File: config.mk
export PLATFORM = sky130hd
export DESIGN_NAME = hist_eq_cfg_ctrl_flat
export DESIGN_NICKNAME = d
export VERILOG_FILES = /design/src/rtl/hist_eq_cfg_ctrl_if.sv /design/src/rtl/hist_eq_cfg_ctrl.sv /design/src/flat_wrapper.sv
export SDC_FILE = /design/constraint.sdc
export NUM_CORES = 1
export LEC_CHECK = 0
export BUFFER_PORTS_ARGS = -buffer_cell sky130_fd_sc_hd__buf_4
export CAP_MARGIN = 0
export CORE_ASPECT_RATIO = 1.4
export CORE_MARGIN = 2
export CORE_UTILIZATION = 38
export DETAILED_ROUTE_END_ITERATION = 7
export GPL_TIMING_DRIVEN = 0
export PLACE_DENSITY = 0.7
export SLEW_MARGIN = 20
export SYNTH_ARGS = -nofsm -noshare
export SYNTH_HDL_FRONTEND = slang
export SYNTH_SLANG_ARGS = --single-unit
File: constraint.sdc
create_clock -name i_sys_clk -period 4.3 [get_ports i_sys_clk]
set_clock_uncertainty 0.15 [all_clocks]
set_input_delay 0.645 -clock i_sys_clk [delete_from_list [all_inputs] [get_ports i_sys_clk]]
set_output_delay 0.645 -clock i_sys_clk [all_outputs]
set_load 0.01 [all_outputs]
File: src/rtl/hist_eq_cfg_ctrl_if.sv
// Control-bus and monitored-stream bundle for hist_eq_cfg_ctrl.
// The master drives writes/commits and the observed stream; the controller is the slave.
interface hist_eq_cfg_ctrl_if;
    logic        cfg_wr_valid;
    logic        cfg_wr_ready;
    logic [1:0]  cfg_wr_addr;
    logic [15:0] cfg_wr_data;
    logic        cfg_commit;
    logic        mon_tvalid;
    logic        mon_tready;
    logic        mon_tuser;
    logic        mon_tlast;

    modport master (
        output cfg_wr_valid, cfg_wr_addr, cfg_wr_data, cfg_commit,
        output mon_tvalid, mon_tready, mon_tuser, mon_tlast,
        input  cfg_wr_ready
    );

    modport slave (
        input  cfg_wr_valid, cfg_wr_addr, cfg_wr_data, cfg_commit,
        input  mon_tvalid, mon_tready, mon_tuser, mon_tlast,
        output cfg_wr_ready
    );
endinterface

File: src/rtl/hist_eq_cfg_ctrl.sv
// Frame-synchronous parameter controller for hist_eq_module; stats counters under HIST_EQ_CFG_STATS_EN.
// States: IDLE = no frame seen yet, commits apply at once | STREAM = commits wait for the next SOF beat.
module hist_eq_cfg_ctrl #(
    parameter int DATA_WIDTH      = 8,
    parameter int BOUND_WIDTH     = 10,
    parameter int FRAME_CNT_WIDTH = 16
) (
    input  logic                       i_sys_clk,
    input  logic                       i_sys_aresetn,
    hist_eq_cfg_ctrl_if.slave          bus,
    output logic [DATA_WIDTH-1:0]      contrast_threshold_param,
    output logic [BOUND_WIDTH-1:0]     upper_bound_param,
    output logic [BOUND_WIDTH-1:0]     lower_bound_param,
    output logic                       thresholding_en,
    output logic                       cfg_pending,
    output logic                       cfg_applied,
    output logic                       cfg_err,
    output logic                       err_early_sof,
    output logic [FRAME_CNT_WIDTH-1:0] frame_count,
    output logic [FRAME_CNT_WIDTH-1:0] last_frame_lines
);

    localparam logic [DATA_WIDTH-1:0]  CONTRAST_RST = DATA_WIDTH'(170);
    localparam logic [BOUND_WIDTH-1:0] UPPER_RST    = BOUND_WIDTH'(250);
    localparam logic [BOUND_WIDTH-1:0] LOWER_RST    = BOUND_WIDTH'(100);

    typedef enum logic {IDLE, STREAM} state_e;

    state_e                     state_q;
    logic [DATA_WIDTH-1:0]      p_contrast_q, p_contrast_d, a_contrast_q;
    logic [BOUND_WIDTH-1:0]     p_upper_q, p_upper_d, a_upper_q;
    logic [BOUND_WIDTH-1:0]     p_lower_q, p_lower_d, a_lower_q;
    logic                       p_thr_q, p_thr_d, a_thr_q;
    logic                       pending_q, applied_q, err_q, early_q;
    logic [FRAME_CNT_WIDTH-1:0] pix_q;
    logic                       wr_fire, commit_req, commit_bad, commit_ok, beat, sof;
    logic                       unused_wr_data;

    assign unused_wr_data = ^bus.cfg_wr_data[15:BOUND_WIDTH];

    assign wr_fire    = bus.cfg_wr_valid & ~pending_q;
    assign beat       = bus.mon_tvalid & bus.mon_tready;
    assign sof        = beat & bus.mon_tuser;

    // The commit check sees this cycle's write, so a same-cycle write is included.
    always_comb begin
        p_contrast_d = p_contrast_q;
        p_upper_d    = p_upper_q;
        p_lower_d    = p_lower_q;
        p_thr_d      = p_thr_q;
        if (wr_fire) begin
            case (bus.cfg_wr_addr)
                2'd0:    p_contrast_d = bus.cfg_wr_data[DATA_WIDTH-1:0];
                2'd1:    p_upper_d    = bus.cfg_wr_data[BOUND_WIDTH-1:0];
                2'd2:    p_lower_d    = bus.cfg_wr_data[BOUND_WIDTH-1:0];
                default: p_thr_d      = bus.cfg_wr_data[0];
            endcase
        end
    end

    assign commit_req = bus.cfg_commit & ~pending_q;
    assign commit_bad = commit_req & (p_lower_d > p_upper_d);
    assign commit_ok  = commit_req & ~commit_bad;

    always_ff @(posedge i_sys_clk) begin
        if (!i_sys_aresetn) begin
            state_q      <= IDLE;
            p_contrast_q <= CONTRAST_RST;
            p_upper_q    <= UPPER_RST;
            p_lower_q    <= LOWER_RST;
            p_thr_q      <= 1'b0;
            a_contrast_q <= CONTRAST_RST;
            a_upper_q    <= UPPER_RST;
            a_lower_q    <= LOWER_RST;
            a_thr_q      <= 1'b0;
            pending_q    <= 1'b0;
            applied_q    <= 1'b0;
            err_q        <= 1'b0;
            early_q      <= 1'b0;
            pix_q        <= '0;
        end else begin
            p_contrast_q <= p_contrast_d;
            p_upper_q    <= p_upper_d;
            p_lower_q    <= p_lower_d;
            p_thr_q      <= p_thr_d;
            applied_q    <= 1'b0;
            err_q        <= commit_bad;
            early_q      <= sof & (pix_q != '0);
            case (state_q)
                IDLE: begin
                    if (commit_ok) begin
                        a_contrast_q <= p_contrast_d;
                        a_upper_q    <= p_upper_d;
                        a_lower_q    <= p_lower_d;
                        a_thr_q      <= p_thr_d;
                        applied_q    <= 1'b1;
                    end
                    if (sof) state_q <= STREAM;
                end
                STREAM: begin
                    // Pending regs are frozen while a commit waits, so _q is the committed set.
                    if (sof && pending_q) begin
                        a_contrast_q <= p_contrast_q;
                        a_upper_q    <= p_upper_q;
                        a_lower_q    <= p_lower_q;
                        a_thr_q      <= p_thr_q;
                        pending_q    <= 1'b0;
                        applied_q    <= 1'b1;
                    end else if (commit_ok) begin
                        pending_q    <= 1'b1;
                    end
                end
            endcase
            if (beat) begin
                if (bus.mon_tlast)  pix_q <= '0;
                else if (sof)       pix_q <= FRAME_CNT_WIDTH'(1);
                else                pix_q <= pix_q + FRAME_CNT_WIDTH'(1);
            end
        end
    end

`ifdef HIST_EQ_CFG_STATS_EN
    logic [FRAME_CNT_WIDTH-1:0] frame_cnt_q, line_cnt_q, last_lines_q;

    always_ff @(posedge i_sys_clk) begin
        if (!i_sys_aresetn) begin
            frame_cnt_q  <= '0;
            line_cnt_q   <= '0;
            last_lines_q <= '0;
        end else if (sof) begin
            frame_cnt_q  <= frame_cnt_q + FRAME_CNT_WIDTH'(1);
            last_lines_q <= line_cnt_q;
            line_cnt_q   <= bus.mon_tlast ? FRAME_CNT_WIDTH'(1) : '0;
        end else if (beat && bus.mon_tlast) begin
            line_cnt_q   <= line_cnt_q + FRAME_CNT_WIDTH'(1);
        end
    end

    assign frame_count      = frame_cnt_q;
    assign last_frame_lines = last_lines_q;
`else
    assign frame_count      = '0;
    assign last_frame_lines = '0;
`endif

    assign bus.cfg_wr_ready         = ~pending_q;
    assign contrast_threshold_param = a_contrast_q;
    assign upper_bound_param        = a_upper_q;
    assign lower_bound_param        = a_lower_q;
    assign thresholding_en          = a_thr_q;
    assign cfg_pending              = pending_q;
    assign cfg_applied              = applied_q;
    assign cfg_err                  = err_q;
    assign err_early_sof            = early_q;

endmodule

File: src/flat_wrapper.sv
// flat-port wrapper written by rule: the top's interface ports become plain ports
module hist_eq_cfg_ctrl_flat 
#(
    parameter int DATA_WIDTH      = 8,
    parameter int BOUND_WIDTH     = 10,
    parameter int FRAME_CNT_WIDTH = 16
)
  (i_sys_clk, i_sys_aresetn, contrast_threshold_param, upper_bound_param, lower_bound_param, thresholding_en, cfg_pending, cfg_applied, cfg_err, err_early_sof, frame_count, last_frame_lines, bus_cfg_wr_valid, bus_cfg_wr_addr, bus_cfg_wr_data, bus_cfg_commit, bus_mon_tvalid, bus_mon_tready, bus_mon_tuser, bus_mon_tlast, bus_cfg_wr_ready);
  hist_eq_cfg_ctrl_if bus_i ();
  input  logic i_sys_clk;
  input  logic i_sys_aresetn;
  output logic [DATA_WIDTH-1:0] contrast_threshold_param;
  output logic [BOUND_WIDTH-1:0] upper_bound_param;
  output logic [BOUND_WIDTH-1:0] lower_bound_param;
  output logic thresholding_en;
  output logic cfg_pending;
  output logic cfg_applied;
  output logic cfg_err;
  output logic err_early_sof;
  output logic [FRAME_CNT_WIDTH-1:0] frame_count;
  output logic [FRAME_CNT_WIDTH-1:0] last_frame_lines;
  input wire logic [$bits(bus_i.cfg_wr_valid)-1:0] bus_cfg_wr_valid;
  input wire logic [$bits(bus_i.cfg_wr_addr)-1:0] bus_cfg_wr_addr;
  input wire logic [$bits(bus_i.cfg_wr_data)-1:0] bus_cfg_wr_data;
  input wire logic [$bits(bus_i.cfg_commit)-1:0] bus_cfg_commit;
  input wire logic [$bits(bus_i.mon_tvalid)-1:0] bus_mon_tvalid;
  input wire logic [$bits(bus_i.mon_tready)-1:0] bus_mon_tready;
  input wire logic [$bits(bus_i.mon_tuser)-1:0] bus_mon_tuser;
  input wire logic [$bits(bus_i.mon_tlast)-1:0] bus_mon_tlast;
  output wire logic [$bits(bus_i.cfg_wr_ready)-1:0] bus_cfg_wr_ready;
  assign bus_i.cfg_wr_valid = bus_cfg_wr_valid;
  assign bus_i.cfg_wr_addr = bus_cfg_wr_addr;
  assign bus_i.cfg_wr_data = bus_cfg_wr_data;
  assign bus_i.cfg_commit = bus_cfg_commit;
  assign bus_i.mon_tvalid = bus_mon_tvalid;
  assign bus_i.mon_tready = bus_mon_tready;
  assign bus_i.mon_tuser = bus_mon_tuser;
  assign bus_i.mon_tlast = bus_mon_tlast;
  assign bus_cfg_wr_ready = bus_i.cfg_wr_ready;
  hist_eq_cfg_ctrl #(.DATA_WIDTH(DATA_WIDTH), .BOUND_WIDTH(BOUND_WIDTH), .FRAME_CNT_WIDTH(FRAME_CNT_WIDTH)) u_core (.i_sys_clk(i_sys_clk), .i_sys_aresetn(i_sys_aresetn), .bus(bus_i), .contrast_threshold_param(contrast_threshold_param), .upper_bound_param(upper_bound_param), .lower_bound_param(lower_bound_param), .thresholding_en(thresholding_en), .cfg_pending(cfg_pending), .cfg_applied(cfg_applied), .cfg_err(cfg_err), .err_early_sof(err_early_sof), .frame_count(frame_count), .last_frame_lines(last_frame_lines));
endmodule
==> impl_metrics.tcl, run 1 <==
set metrics [dict create \
    status "finished, final reports clean" \
    cts_buffer_depth 2 \
    timing.final.crit_share_pct 83.9 \
    portBuffers 52 \
    ioPinCount 92 \
    clk_pin_slew_ns 0.06 \
    synthMuxAreaShare_pct 20.8 \
    powerDensity_mw_per_mm2 354 \
    tritoncts "done" \
    slew_headroom_pct 28.9 \
    ys_seq_area_share_pct 37.4 \
    synthAdderAreaFrac_pct 3.55 \
    netlist_area_mm2 0.00423 \
    yosys.area.top_type "dfxtp_1" \
    track_usage_pct 17.4 \
    cp-start-kind "flip-flop" \
    cts_made_buffers 9 \
    grt_pass1_vias 3390 \
    cts.sinks 79 \
    finalWorstSetupSlack_ns 0.692 \
    worstSetupPathType "reg -> reg" \
    tightest_slew_ns 1.06 \
    path_cells "buf_6 -> nor4bb_1 -> buf_2 -> mux2_2 -> ha_1 -> a211oi_2 -> nor2_1 -> a2111oi_2 -> a21oi_2 -> buf_6 -> mux2_4" \
    synth_cell_types 52 \
    max-cap-violations 0 \
    async_flop_share_pct 0 \
    synth_area_leaders "dfxtp_1, mux2i_1, nand2_1, buf_4, mux2_2" \
    die_h_um 129 \
    ir_drop_mv 0.246 \
    grt_overflow 0 \
    final.setup.tns_ns 0 \
    crit_top_cell "buf_6" \
    p_leak_nw 2.32 \
    dp_hpwl_um 7410 \
    dp.cells 685 \
    reg2reg_depth 11 \
    cts_hold_buf 0 \
    dp_slack_ns 0.365 \
    fmax_mhz 277 \
    drt_iter0_drc 89 \
    worstPathRequired_ns 4.38 \
    final_nets 593 \
    route.detailed.drc 0 \
    core_area_mm2 0.0109 \
    ant_nets 0 \
    drive_gt1_share_pct 27.5 \
    rsz0062_at_grt "false" \
    initial_core_util_pct 38.9 \
    synthToLayoutAreaGrowth_pct 23.8 \
    post-cts-setup-buffer-count 0 \
    slowest_stage "a2111oi_2" \
    synth_compound_area_share_pct 6.31 \
    grt_max_degree 15 \
    crit_path_max_fanout 10 \
    wl_per_cell_um 14.3 \
    hold_class "reg -> reg" \
    grt_pass1_wl_um 16200 \
    fp.dieW_um 93.1 \
    synth_edf_count 0 \
    finalHoldViolations 0 \
    core.rowCount 45 \
    yosys_register_bits 79 \
    syn_inst 461 \
    dr.pass1.iters 4 \
    setup_viol_count_final 0 \
    crit_path_end_kind "flip-flop" \
    cp.arrival_ns 3.69 \
    yosys.area_share.simple_pct 21.0 \
    synthFlopType "dfxtp_1" \
    hold_depth 2 \
    max_stage_delay_ns 0.48 \
    vias 3373 \
    synth_top_area_share_pct 37.4 \
    ys.warnings.count 0 \
    fin_crit_ns 3.61 \
    wl_um 10000 \
    diodes 0 \
    final_max_slew_viol_count 0 \
    ctsResizeCount 0 \
    place_congestion 0.875 \
    synth_xor_area_share_pct 1.24 \
    cts_root_buf "clkbuf_16" \
    synth_top_family_by_area "simple AND/OR/NAND/NOR gates" \
    antenna_found_initial 0 \
    htreeDepth 3 \
    die-area_mm2 0.0120 \
    via_per_inst 4.81 \
    clkLatencyLatePin_ns 0.34 \
    synth.avg_cell_area_um2 9.17 \
    final_cells 701 \
]
[critical path: cells and delay by family, from the launching register on]
kind                       cells  cell delay, ns
DFF                            1            0.34
and+or+nand+nor                2            0.44
adders and majority gates      1            0.33
AOI/OAI and AO/OA              3            0.85
muxes                          2            0.70
buffers and inverters          3            0.69
[metal layers]
layer | vias to the layer above | part of all wire (%) | GRT usage [%]
met3 | 17 | 4.6 | 3.98
met2 | 77 | 53 | 32.3
met5 | - | 0 | 0
li1 | 1704 | - | -
met4 | 0 | 2.5 | 7.35
met1 | 1575 | 40 | 18.8
[final timing paths]
kind | from | endpoint | slack, ns
worst min register to register | u_core.p_contrast_q[6] | u_core.p_contrast_q[6] | 0.31
worst min-delay path | u_core.p_contrast_q[6] | u_core.p_contrast_q[6] | 0.31
worst max register to register | u_core.cfg_pending | u_core.contrast_threshold_param[3] | 0.69
worst max-delay path | u_core.cfg_pending | u_core.contrast_threshold_param[3] | 0.69
[area by class of cell]
cell class / instances / area [µm²]
Inverter: 8 / 30.0
Buffer: 56 / 375
Timing Repair Buffer: 52 / 390
Clock buffer: 9 / 225
Clock inverter: 7 / 96.3
Multi-Input combinational cell: 349 / 2360
Sequential cell: 79 / 1580
Fill cell: 1053 / 5640
Tap cell: 141 / 176
[synth_stat cells (2+ instances only)]
master / number
a21oi_1: 17
a31oi_1: 2
and2_1: 10
and4_1: 2
buf_1: 4
buf_2: 3
buf_4: 33
buf_6: 5
clkbuf_1: 11
dfxtp_1: 79
ha_1: 12
inv_1: 8
mux2_1: 6
mux2_2: 20
mux2_4: 13
mux2i_1: 39
nand2_1: 78
nand2b_1: 15
nand3_1: 12
nand4_1: 8
nor2_1: 25
nor3_1: 5
nor3b_1: 2
nor4_1: 3
o21ai_0: 10
o21ai_1: 2
or2_2: 4
or3_1: 4
or4_1: 2
xnor2_1: 3
xor2_1: 3
[placed cells by master (no fill, tap or decap), types with 4 or more instances in the layout]
cell type	Yosys	layout
nand2_1	78	78
clkbuf_16	0	9
inv_1	8	8
or2_2	4	4
nand4_1	8	8
nor2_1	25	25
nor3_1	5	5
mux2_2	20	20
ha_1	12	12
dfxtp_1	79	79
or3_1	4	4
nand2b_1	15	15
a21oi_1	17	17
o21ai_0	10	10
buf_6	5	5
clkbuf_1	11	11
mux2_1	6	6
buf_4	33	85
mux2i_1	39	39
and2_1	10	10
nand3_1	12	12
conb_1	1	32
buf_1	4	4
mux2_4	13	13
[flip-flops by register name, summed over array words and instances (netlist names), 8 cells and up]
register,count
u_core.pix_q,16
u_core.lower_bound_param,10
u_core.p_lower_q,10
u_core.p_upper_q,10
u_core.upper_bound_param,10
u_core.contrast_threshold_param,8
u_core.p_contrast_q,8
[power by group]
part / internal [mW] / leakage [nW] / switching, mW
clock network: 0.509 / 0.148 / 0.322
registers: 0.754 / 0.641 / 0.0119
logic: 0.121 / 1.53 / 0.136
total: 1.38 / 2.32 / 0.470
[logic make-up after synthesis]
family                     Yosys count
AOI/OAI and AO/OA                   42
xor gates and xnor gates             6
adders and majority gates           12
buffers and inverters               64
DFF                                 79
muxes                               78
other                                1
and+or+nand+nor                    179
[stage by stage]
| stage | instance area, µm² | total power [mW] | utilization [%] | hold slack (ns) |
|---|---|---|---|---|
| floorplan | 4340 | 0.960 | - | 0.283 |
| global placement | 4910 | 1.03 | 45.2 | 0.290 |
| detailed placement | 4910 | 1.04 | 45.2 | 0.301 |
| CTS | 5230 | 1.87 | 48.1 | 0.310 |
| global route | 5230 | 1.93 | 48.1 | 0.339 |
| finish | 5230 | 1.85 | 48.1 | 0.312 |
Power figures use the tool's default switching activity.
==> run 2, diff against run 1 <==
PLACE_DENSITY = 0.72   (was 0.7)
clock period = 3.1 ns   (was 4.3 ns; I/O delays follow)
==> impl_metrics.tcl, run 2 (synthesized netlist as in run 1, its figures left out) <==
set metrics [dict create \
    filler_cell_count 955 \
    final_max_slew_viol_count 0 \
    p_leak_nw 2.50 \
    wl_per_cell_um 15.1 \
    hold_depth 3 \
    fmax_mhz 311 \
    fin_crit_ns 3.22 \
    hold_path_end "u_core.p_contrast_q[5]" \
    violations "setup timing" \
    initial_core_util_pct 38.9 \
    grt_pass1_vias 3446 \
    top_layer_used "met4" \
    timing.final.crit_share_pct 104 \
    powerDensity_mw_per_mm2 486 \
    portBuffers 52 \
    ioPinCount 92 \
    wl_met3_um 589 \
    diodes 0 \
    dp.cells 685 \
    dr.pass1.iters 7 \
    rr_endpoint "u_core.upper_bound_param[4]" \
    clkLatencyLatePin_ns 0.34 \
    tightest_slew_ns 1.14 \
    vias 3606 \
    ir_drop_mv 0.319 \
    largest_reg_flops 16 \
    worstPathRequired_ns 3.18 \
    route.detailed.drc 0 \
    slew_headroom_pct 23.2 \
    fp.dieW_um 93.1 \
    antenna_found_initial 0 \
    hold_class "in -> reg" \
    timing.rr.start "u_core.cfg_pending" \
    rsz0062_at_grt "true" \
    status "finished with violations" \
    wl_um 10800 \
    core_area_mm2 0.0109 \
    dp_hpwl_um 7360 \
    worstSetupPathType "reg -> reg" \
    reg2reg_depth 11 \
    cp-start-kind "flip-flop" \
    ant_nets 0 \
    die_h_um 129 \
    dp_slack_ns -0.505 \
    tritoncts "done" \
    drt_iter0_drc 142 \
    crit_path_max_fanout 5 \
    via_per_inst 5.04 \
    htreeDepth 3 \
    clk_pin_slew_ns 0.06 \
    drive_gt1_share_pct 32.1 \
    worstHoldStart "bus_cfg_wr_data[5]" \
    final_nets 608 \
    layout_commonest_cell "buf_4" \
    cts_made_buffers 9 \
    layout_common_cells "buf_4, nand2_1, dfxtp_1, mux2i_1, conb_1" \
    cts_buffer_depth 2 \
    cts.sinks 79 \
    grt_overflow 0 \
    largest-register "u_core.pix_q" \
    wl_met1_um 4240 \
    grt_max_degree 13 \
    setup_viol_count_final 27 \
    finalHoldViolations 0 \
    cts_root_buf "clkbuf_16" \
    place_congestion 0.846 \
    r2r_setup_slack_ns -0.12 \
    core.rowCount 45 \
    cp.arrival_ns 3.29 \
    wl_met2_um 5600 \
    synthToLayoutAreaGrowth_pct 34.7 \
    track_usage_pct 18.1 \
    crit_path_end_kind "flip-flop" \
    max-cap-violations 0 \
    final_cells 715 \
    grt_pass1_wl_um 16900 \
    die-area_mm2 0.0120 \
    finalWorstSetupSlack_ns -0.116 \
]
-- run 2: cell count changes in the layout (fill, tap and decap cells not counted), moves of 3 or more --
cell,change
mux2_4,+8
ha_1,-8
buf_12,+6
clkinvlp_4,-3
mux2_2,-8
ha_4,+8
buf_4,+7
-- run 2: through the flow --
stage               hold WS [ns]  util [%]  instance area [µm²]  TNS [ns]  power [mW]
floorplan                  0.283         -                 4360         0        1.33
CTS                        0.241      51.3                 5580     -1.74        2.73
global placement           0.290      45.4                 4930    -11.56        1.43
global route               0.267      52.4                 5690     -5.50        2.86
detailed placement         0.300      45.4                 4930    -12.98        1.44
finish                     0.241      52.4                 5690     -1.95        2.77
-- run 2: layout make-up --
type | count | area [µm²] | share of cell area [%]
Buffer | 55 | 403 | 7.08
Clock buffer | 12 | 256 | 4.51
Clock inverter | 3 | 90.1 | 1.58
Inverter | 8 | 30.0 | 0.528
Multi-Input combinational cell | 349 | 2550 | 44.8
Sequential cell | 79 | 1590 | 27.9
Tap cell | 141 | 176 | 3.10
Timing Repair Buffer | 68 | 601 | 10.6
-- run 2: worst max-delay path: stages, from the launching register on --
cell	delay, ns
dfxtp_4	0.36
nor4bb_4	0.38
buf_6	0.20
mux2_4	0.33
ha_4	0.27
nand4_1	0.22
a211oi_2	0.28
a2111oi_4	0.10
a21oi_4	0.23
buf_12	0.16
buf_12	0.12
mux2_4	0.29
-- run 2: how the worst max path moves through the flow --
stage,startpoint,slack [ns],cells past startpoint,to
6_report,u_core.cfg_pending,-0.12,11,u_core.upper_bound_param[4]
5_1_grt,u_core.cfg_pending,-0.22,11,u_core.upper_bound_param[6]
4_1_cts,u_core.cfg_pending,-0.12,11,u_core.upper_bound_param[5]
3_3_place_gp,bus_cfg_wr_addr[0],-0.46,11,u_core.upper_bound_param[4]
3_5_place_dp,bus_cfg_wr_addr[0],-0.51,11,u_core.upper_bound_param[5]
2_1_floorplan,bus_cfg_wr_addr[0],0.04,10,u_core.contrast_threshold_param[1]
-- run 2: per-layer routing --
layer	vias up	global-route usage, %
li1	1737	-
met1	1708	20.4
met2	132	32.5
met3	29	4.57
met4	0	7.18
met5	-	0
-- run 2: timing repair --
| action | 4_1_cts | 5_1_grt |
|---|---|---|
| resized for setup | 33 | 12 |
| pin swaps | 8 | 7 |
| endpoints found under the setup margin | 30 | 30 |
| hold endpoints to repair | 0 | 0 |
| cloned | 2 | 1 |
| buffers inserted | 11 | 2 |
| hold buffers | 0 | 0 |
-- run 2: report_power, final --
part	leakage, nW	internal (mW)	total, mW	switching (mW)
Sequential	0.642	1.05	1.06	0.0174
Combinational	1.68	0.247	0.471	0.224
Clock	0.169	0.826	1.23	0.405
Total	2.50	2.12	2.77	0.646
